## config.mk

```make
export PLATFORM = sky130hd
export DESIGN_NAME = multiply_by_quantized_multiplier
export DESIGN_NICKNAME = d
export VERILOG_FILES = /design/src/rtl/quant_pkg.sv /design/src/rtl/sat_round_dbl_high_mul.sv /design/src/rtl/multiply_by_quantized_multiplier.sv
export SDC_FILE = /design/constraint.sdc
export NUM_CORES = 2
export LEC_CHECK = 0
export BUFFER_PORTS_ARGS = -buffer_cell sky130_fd_sc_hd__buf_2
export CAP_MARGIN = 0
export CORE_UTILIZATION = 55
export DETAILED_ROUTE_END_ITERATION = 16
export PLACE_DENSITY_LB_ADDON = 0.2
export SLEW_MARGIN = 20
export SYNTH_ARGS = -nofsm -noshare
export SYNTH_HDL_FRONTEND = slang
export SYNTH_HIERARCHICAL = 1
export SYNTH_SLANG_ARGS = --single-unit
```

## constraint.sdc

```tcl
create_clock -name clk -period 20.8 [get_ports clk]
set_input_delay 0 -clock clk [delete_from_list [all_inputs] [get_ports clk]]
set_output_delay 0 -clock clk [all_outputs]
set_load 0.01 [all_outputs]
```

## src/rtl/quant_pkg.sv

```systemverilog
// Shared constants and shift decode for the int8 requantizer pipeline.
// Consumed by multiply_by_quantized_multiplier (optional macro QUANT_FULL_CLAMP_EN).
package quant_pkg;

  localparam logic signed [31:0] QMIN_DEFAULT = -32'sd128;
  localparam logic signed [31:0] QMAX_DEFAULT = 32'sd127;

  // Both nudges are negative: -2^30 for ab >= 0, -(2^30-1) for ab < 0 (31-bit signed).
  localparam logic signed [30:0] NUDGE_POS = 31'sh4000_0000;
  localparam logic signed [30:0] NUDGE_NEG = 31'sh4000_0001;

  localparam logic signed [31:0] SHIFT_SAT = 32'sd31;

  typedef struct packed {
    logic [4:0] ls;
    logic [4:0] rs;
  } shift_dec_t;

  function automatic shift_dec_t decode_shift(input logic signed [31:0] shift);
    shift_dec_t d;
    d.ls = '0;
    d.rs = '0;
    if (shift > 32'sd0) begin
      d.ls = (shift > SHIFT_SAT) ? 5'(SHIFT_SAT) : 5'(shift);
    end else begin
      d.rs = (shift < -SHIFT_SAT) ? 5'(SHIFT_SAT) : 5'(-shift);
    end
    return d;
  endfunction

endpackage

```

## src/rtl/sat_round_dbl_high_mul.sv

```systemverilog
// S2 wide multiply register plus the nudged high-word extraction and
// early-saturation bound flags consumed by the final rounding stage.
module sat_round_dbl_high_mul
  import quant_pkg::*;
(
  input  logic        clk,
  input  logic        rst,
  input  logic [63:0] i_x_shl,
  input  logic [31:0] i_qm,
  input  logic        i_ovf,
  input  logic [31:0] i_lo_bound,
  input  logic [31:0] i_hi_bound,
  output logic [31:0] o_hi,
  output logic        o_below_min,
  output logic        o_above_max
);

  logic signed [63:0] r_ab;
  logic               r_ovf;
  logic [31:0]        r_lo_bound;
  logic [31:0]        r_hi_bound;
  logic signed [63:0] w_prod;
  logic signed [63:0] w_nudge;

  // Product is kept modulo 2^64, matching the wrapping reference behaviour.
  assign w_prod = $signed(i_x_shl) * $signed({{32{i_qm[31]}}, i_qm});

  always_ff @(posedge clk or posedge rst) begin
    if (rst) begin
      r_ab       <= '0;
      r_ovf      <= 1'b0;
      r_lo_bound <= '0;
      r_hi_bound <= '0;
    end else begin
      r_ab       <= w_prod;
      r_ovf      <= i_ovf;
      r_lo_bound <= i_lo_bound;
      r_hi_bound <= i_hi_bound;
    end
  end

  assign w_nudge = r_ab[63] ? {{33{NUDGE_NEG[30]}}, NUDGE_NEG}
                            : {{33{NUDGE_POS[30]}}, NUDGE_POS};

  assign o_hi        = r_ovf ? 32'h7FFF_FFFF : 32'((r_ab + w_nudge) >>> 31);
  assign o_below_min = r_ab < $signed({{32{r_lo_bound[31]}}, r_lo_bound});
  assign o_above_max = r_ab > $signed({{32{r_hi_bound[31]}}, r_hi_bound});

endmodule

```

## src/rtl/multiply_by_quantized_multiplier.sv

```systemverilog
// Three-stage TFLite-style requantizer: x * Q31 multiplier * 2^shift, rounded and saturated.
// Define QUANT_FULL_CLAMP_EN to clamp every result into [QMIN, QMAX].
module multiply_by_quantized_multiplier
  import quant_pkg::*;
#(
  parameter logic signed [31:0] QMIN = QMIN_DEFAULT,
  parameter logic signed [31:0] QMAX = QMAX_DEFAULT
) (
  input  logic        clk,
  input  logic        rst,
  input  logic        input_valid,
  input  logic [31:0] x,
  input  logic [31:0] quantized_multiplier,
  input  logic [31:0] shift,
  output logic        output_valid,
  output logic [31:0] x_mul_by_quantized_multiplier
);

  shift_dec_t         w_dec;
  logic [63:0]        w_x_shl;
  logic               w_ovf;
  logic [31:0]        w_lo_bound;
  logic [31:0]        w_hi_bound;

  logic               r_s1_valid;
  logic [63:0]        r_s1_x_shl;
  logic [31:0]        r_s1_qm;
  logic               r_s1_ovf;
  logic [31:0]        r_s1_lo_bound;
  logic [31:0]        r_s1_hi_bound;
  logic [4:0]         r_s1_rs;

  logic               r_s2_valid;
  logic [4:0]         r_s2_rs;

  logic               r_s3_valid;
  logic [31:0]        r_s3_result;

  logic signed [31:0] w_hi;
  logic               w_below;
  logic               w_above;
  logic [31:0]        w_mask;
  logic [31:0]        w_rem;
  logic [31:0]        w_thr;
  logic signed [31:0] w_t;
  logic signed [31:0] w_result;
  logic signed [31:0] w_final;

  // S1: shift decode, pre-shift of x, bounds computed with 32-bit wraparound.
  assign w_dec      = decode_shift(shift);
  assign w_x_shl    = {{32{x[31]}}, x} << w_dec.ls;
  assign w_ovf      = (x == 32'h8000_0000) && (quantized_multiplier == 32'h8000_0000);
  assign w_lo_bound = QMIN << w_dec.rs;
  assign w_hi_bound = QMAX << w_dec.rs;

  always_ff @(posedge clk or posedge rst) begin
    if (rst) begin
      r_s1_valid    <= 1'b0;
      r_s1_x_shl    <= '0;
      r_s1_qm       <= '0;
      r_s1_ovf      <= 1'b0;
      r_s1_lo_bound <= '0;
      r_s1_hi_bound <= '0;
      r_s1_rs       <= '0;
      r_s2_valid    <= 1'b0;
      r_s2_rs       <= '0;
      r_s3_valid    <= 1'b0;
      r_s3_result   <= '0;
    end else begin
      r_s1_valid    <= input_valid;
      r_s1_x_shl    <= w_x_shl;
      r_s1_qm       <= quantized_multiplier;
      r_s1_ovf      <= w_ovf;
      r_s1_lo_bound <= w_lo_bound;
      r_s1_hi_bound <= w_hi_bound;
      r_s1_rs       <= w_dec.rs;
      r_s2_valid    <= r_s1_valid;
      r_s2_rs       <= r_s1_rs;
      r_s3_valid    <= r_s2_valid;
      r_s3_result   <= w_final;
    end
  end

  sat_round_dbl_high_mul u_core (
    .clk         (clk),
    .rst         (rst),
    .i_x_shl     (r_s1_x_shl),
    .i_qm        (r_s1_qm),
    .i_ovf       (r_s1_ovf),
    .i_lo_bound  (r_s1_lo_bound),
    .i_hi_bound  (r_s1_hi_bound),
    .o_hi        (w_hi),
    .o_below_min (w_below),
    .o_above_max (w_above)
  );

  assign w_mask = (32'd1 << r_s2_rs) - 32'd1;
  assign w_rem  = w_hi & w_mask;
  assign w_thr  = (w_mask >> 1) + {31'd0, w_hi[31]};
  assign w_t    = w_hi >>> r_s2_rs;

  // With rs == 0 the mask is zero, so this naturally yields hi unclamped.
  always_comb begin
    w_result = w_t;
    if ((r_s2_rs != 5'd0) && w_below) begin
      w_result = QMIN;
    end else if ((r_s2_rs != 5'd0) && w_above) begin
      w_result = QMAX;
    end else if (w_rem > w_thr) begin
      if (w_t >= QMAX) begin
        w_result = QMAX;
      end else if (w_t < QMIN) begin
        w_result = QMIN;
      end else begin
        w_result = w_t + 32'sd1;
      end
    end
  end

`ifdef QUANT_FULL_CLAMP_EN
  always_comb begin
    w_final = w_result;
    if (w_result > QMAX) begin
      w_final = QMAX;
    end else if (w_result < QMIN) begin
      w_final = QMIN;
    end
  end
`else
  assign w_final = w_result;
`endif

  assign output_valid                  = r_s3_valid;
  assign x_mul_by_quantized_multiplier = r_s3_result;

endmodule

```

# --- After elaboration in Yosys (flattened, before gate mapping) ---
# Index checks and enable logic that the tools add are counted.
word_totals:
  reg_bits: 335
  input_bits: 99
op_classes:
  add_sub_neg: 5
  n_mul: 1
  order_cmp: 8
  eq_ne: 2
  n_shift: 5
  muxes: 11
  bitwise_logic: 1
  reduce_logical: 4
op_table:
  columns: ["cell", "n"]
  rows:
  - ["$mux W32", 6]
  - ["$eq A32 B32 Y1 const B", 2]
  - ["$gt A64 B32 Y1", 1]
  - ["$lt A64 B32 Y1", 1]
  - ["$mul A64 B32 Y64", 1]
  - ["$shl A64 B5 Y64", 1]
  - ["$add A63 B63 Y63", 1]
  - ["$add A31 B1 Y32", 1]
  - ["$add A32 B2 Y32 const B", 1]
  - ["$and A32 B32 Y32", 1]
  - ["$ge A32 B8 Y1 const B", 1]
  - ["$gt A32 B1 Y1 const B", 1]
  - ["$gt A32 B32 Y1", 1]
  - ["$gt A32 B6 Y1 const B", 1]
  - ["$lt A32 B6 Y1 const B", 1]
  - ["$lt A32 B8 Y1 const B", 1]
  - ["$shl A1 B5 Y32 const A", 1]
  - ["$shl A32 B5 Y32 const A", 1]
  - ["$shl A7 B5 Y32 const A", 1]
  - ["$sshr A32 B5 Y32", 1]
  - ["$sub A32 B1 Y32 const B", 1]
  - ["$mux W5", 4]
  - ["$neg A5 Y5", 1]
  - ["$reduce_bool A5 Y1", 1]
  - ["2 further kinds", 4]

# --- Logic depth before layout (Yosys ltp) ---
logic_depth:
  ltp_word: 10
  depth_mapped: 33
  depth_no_buf: 29

# --- Cells and area by module ---
# The synthesis kept the hierarchy.
modules_own_cells:
  columns: ["module", "instances", "cells_per_inst", "area_each_um2", "seq_area_each_um2"]
  rows:
  - ["sat_round_dbl_high_mul", 1, 5786, 53368.7, 3228.1]
  - ["multiply_by_quantized_multiplier", 1, 1453, 13480.4, 4779.6]

# --- Worst setup path after synthesis ---
# No wires, ideal clock.
synth_path:
  path_type: "register to register"
  start: "register r_s1_qm[4]"
  end: "register u_core.r_ab[59]"
  t_arrival_ns: 7.367
  required_ns: 20.670
  setup_slack_ns: 13.303
  stages_incl_launch_ff: 27
  n_path_buf: 3
  period_less_slack_ns: 7.497
  path_cell_list: "dfrtp_1 clkbuf_1 clkbuf_1 clkbuf_1 nand2_1 fa_1 fa_1 fa_1 fa_1 inv_1 fa_1 inv_1 fa_1 inv_1 fa_1 fa_1 ha_1 a21oi_1 o21ai_0 nor3_1 and3_1 nor4_1 o21a_1 a31oi_1 o21ai_0 a21boi_0 xnor2_1"
synth_via:
  elab_chain_cells: 1
synth_rtl:
  columns: ["element", "line_no", "text"]
  rows:
  - ["start: declaration", "multiply_by_quantized_multiplier.sv:27", "logic [31:0] r_s1_qm;"]
  - ["start signal: assignment", "multiply_by_quantized_multiplier.sv:72", "r_s1_qm <= quantized_multiplier;"]
  - ["$mul A64 B32 Y64", "sat_round_dbl_high_mul.sv:26", "assign w_prod = $signed(i_x_shl) * $signed({{32{i_qm[31]}}, i_qm});"]
  - ["via u_core.w_prod[59]", "sat_round_dbl_high_mul.sv:22", "logic signed [63:0] w_prod;"]
  - ["end signal: assignment", "sat_round_dbl_high_mul.sv:35", "r_ab <= w_prod;"]
  - ["end: declaration", "sat_round_dbl_high_mul.sv:18", "logic signed [63:0] r_ab;"]
# The timed path passes the listed nets, and every way through them passes these cells.

# --- Final worst setup path ---
layout_path:
  start: "register r_s1_qm[2]"
  end: "register u_core.r_ab[63]"
# The elaborated chain is that of the path after synthesis.

==> impl_metrics.env <==
export IMPL_cts_buffer_depth=3
export IMPL_critical_path_max_stage_delay_ns=0.75
export IMPL_top_usage_layer="met2"
export IMPL_drt_total_wl_um=203000
export IMPL_slew_headroom_pct=26.7
export IMPL_cp_max_fo=62
export IMPL_grt_max_degree=120
export IMPL_synth_top_area_cell="fa_1"
export IMPL_die_h_um=351
export IMPL_met1_usage_pct=44.5
export IMPL_fillCellCount=10556
export IMPL_crit_path_top_delay_cell="buf_4"
export IMPL_crit_family="adder cells"
export IMPL_rows=127
export IMPL_nets=8990
export IMPL_regToRegSetupSlack_ns=11.82
export IMPL_grt_ovfl_total=0
export IMPL_critical_path_required_ns=21.25
export IMPL_cts_sinks=320
export IMPL_cts_buffers=36
export IMPL_grt_pass1_wl_um=321000
export IMPL_fin_util_pct=58.5
export IMPL_htreeDepth=2
export IMPL_postCtsSetupBuffers=0
export IMPL_synthTopCellsByArea="fa_1 (41%), dfrtp_1 (12%), inv_1 (7.6%), ha_1 (7.1%), and2_1 (6.8%)"
export IMPL_cp_common_cell="fa_1"
export IMPL_cts_clk_slew_worst_paths_ns=0.06
export IMPL_finalSetupViolCount=0
export IMPL_cts_root_buffer="clkbuf_16"
export IMPL_clock_skew_ns=0.0280
export IMPL_drive_gt1_share_pct=5.94
export IMPL_syn_to_final_growth_pct=5.23
export IMPL_io_pins=132
export IMPL_drc=0
export IMPL_grtUsageMet3_pct=7.48
export IMPL_grt_pass1_vias=55232
export IMPL_die_area_sq_um=123000
export IMPL_critPathArrivalTime_ns=9.43
export IMPL_wl_per_cell_um=23.1
export IMPL_async_flop_share_pct=100
export IMPL_seq_area_frac_synth_pct=12.0
export IMPL_ys_seq_elements=320
export IMPL_finalCritPeriodShare_pct=43.2
export IMPL_antenna_found_initial=5
export IMPL_crit_type="reg2reg"
export IMPL_hold_viol_final=0
export IMPL_tns_ns=0
export IMPL_max_freq_ghz=0.111
export IMPL_synthFlopType="dfrtp_1"
export IMPL_hpwl_um=153000
export IMPL_worstMarginPinSlew_ns=1.09
export IMPL_netlist_area_leader_share_pct=41.0
export IMPL_hp_class="in2reg"
export IMPL_timing_max_cap_violations=0
export IMPL_drtPass1Iterations=6
export IMPL_rsz0062_at_grt="false"
export IMPL_layout_common_cells="fa_1 (1369), inv_1 (1347), nand2_1 (1082)"
export IMPL_final_max_slew_viol_count=0
export IMPL_final_antenna_net_count=0
export IMPL_clock_latency_ns=0.58
export IMPL_yosysUniqueCellTypes=103
export IMPL_initial_utilization_pct=55.6
export IMPL_cp_end_kind="flip-flop"
export IMPL_cp_cell_sequence="buf_4, nand2_1, fa_1, fa_1, fa_1, fa_1, inv_1, fa_1, fa_1, fa_1, fa_1, ha_1, nand2_1, o21ai_0, nor3_1, and3_1, nor4_1, buf_4, o21a_1, a31oi_1, o21ai_0, a41o_1, xnor2_1"
export IMPL_drtIter0Drc=4200
export IMPL_final_common_cell="fa_1"
export IMPL_synthCells=7239
export IMPL_syn_area_sq_um=66800
export IMPL_status="finished clean"
export IMPL_antenna_cells=0
export IMPL_die_width_um=351
export IMPL_viasPerCell=5.86
export IMPL_cp_start_kind="flip-flop"
export IMPL_critPathBufInv=3
export IMPL_synth_edff_count=0
export IMPL_vias=51506
export IMPL_gp_congestion=0.955
export IMPL_core_area_sq_um=120000
export IMPL_use_met2_pct=56.0
export IMPL_fin_hold_ws_ns=0.0503
export IMPL_grt_usage_pct=34.4
export IMPL_port_buffer_count=131
export IMPL_syn_mean_instance_area_sq_um=9.23
export IMPL_fin_crit_ns=8.98
export IMPL_yosysWarnings=6
export IMPL_cts_tree="built"
routing by layer:
metal | share of wire [%] | routed length [um]
met1 | 39 | 79300
met4 | 4.8 | 9800
met2 | 47 | 95300
met5 | 0.017 | 34
met3 | 9.3 | 18900
registers in the layout (all words and copies together), names as in the netlist, 5 cells and up:
register,count
x_mul_by_quantized_multiplier,32
r_s1_rs,5
r_s1_x_shl,63
r_s1_lo_bound,18
r_s2_rs,5
u_core/r_hi_bound,32
r_s1_qm,32
u_core/r_ab,64
u_core/r_lo_bound,32
r_s1_hi_bound,32
what timing repair did:
action / 4_1_cts / 5_1_grt
resized for setup: 0 / 0
endpoints found under the hold margin: 235 / 0
hold buffers: 41 / 0
final cells by class:
cell class,count,area [sq um],share of cell area (%)
Clock buffer,46,998,1.42
Clock inverter,20,213,0.302
Inverter,1353,5090,7.24
Multi-Input combinational cell,5157,52100,74.1
Sequential cell,320,8050,11.4
Tap cell,1612,2020,2.87
Timing Repair Buffer,277,1850,2.64
tightest hold or removal path: stages:
cell	delay, ns
buf_2	0.12
mux2i_1	0.13
mux2i_1	0.13
nand2_1	0.13
nor2_1	0.06
cell usage after synthesis (27+ instances only):
library cell,number
dfrtp_1,320
nand2b_1,49
nor3_1,45
clkbuf_1,369
mux4_2,41
fa_1,1369
nand2_1,1082
nor2_1,197
nand3_1,48
nor2b_1,42
mux2i_1,156
a21oi_1,180
xnor2_1,115
nor4_1,35
xor2_1,34
nand4_1,69
a21o_1,66
ha_1,377
and2_1,725
o21a_1,27
o21ai_0,150
inv_1,1350
cells by family (layout without fill, tap and decap cells):
family          Yosys count  count (layout)  synth area share [%]
flops                   320             320                  12.0
fa+ha+maj              1746            1746                  48.1
xor+xnor                149             149                  1.95
simple gates           2390            2390                  17.6
other cells               2               9                0.0112
buf+inv                1769            1696                  10.1
mux                     213             213                  4.00
compound gates          650             650                  6.23
per-stage QoR:
stage          setup slack (ns)  instances  cell area [sq um]
3_5_place_dp              11.91       8678              68700
3_3_place_gp              11.94       8678              68700
4_1_cts                   11.89       8785              70300
6_report                  11.82       8785              70300
5_1_grt                   11.36       8785              70300
2_1_floorplan             13.30       7246              66900
worst paths after layout:
| path | startpoint | cells after the start | end |
|---|---|---|---|
| max in group asynchronous | rst | 4 | r_s2_rs[0]$_DFF_PP0_ |
| min reg2reg | r_s1_rs[3]$_DFF_PP0_ | 0 | r_s2_rs[3]$_DFF_PP0_ |
| max reg2reg | r_s1_qm[2]$_DFF_PP0_ | 23 | u_core/r_ab[63]$_DFF_PP0_ |
| max | r_s1_qm[2]$_DFF_PP0_ | 23 | u_core/r_ab[63]$_DFF_PP0_ |
| min in group asynchronous | rst | 3 | r_s1_hi_bound[4]$_DFF_PP0_ |
| min | x[3] | 5 | r_s1_x_shl[3]$_DFF_PP0_ |
Power is not shown: default switching activity piles up to over one toggle a cycle in this logic, so the estimate is an artifact.
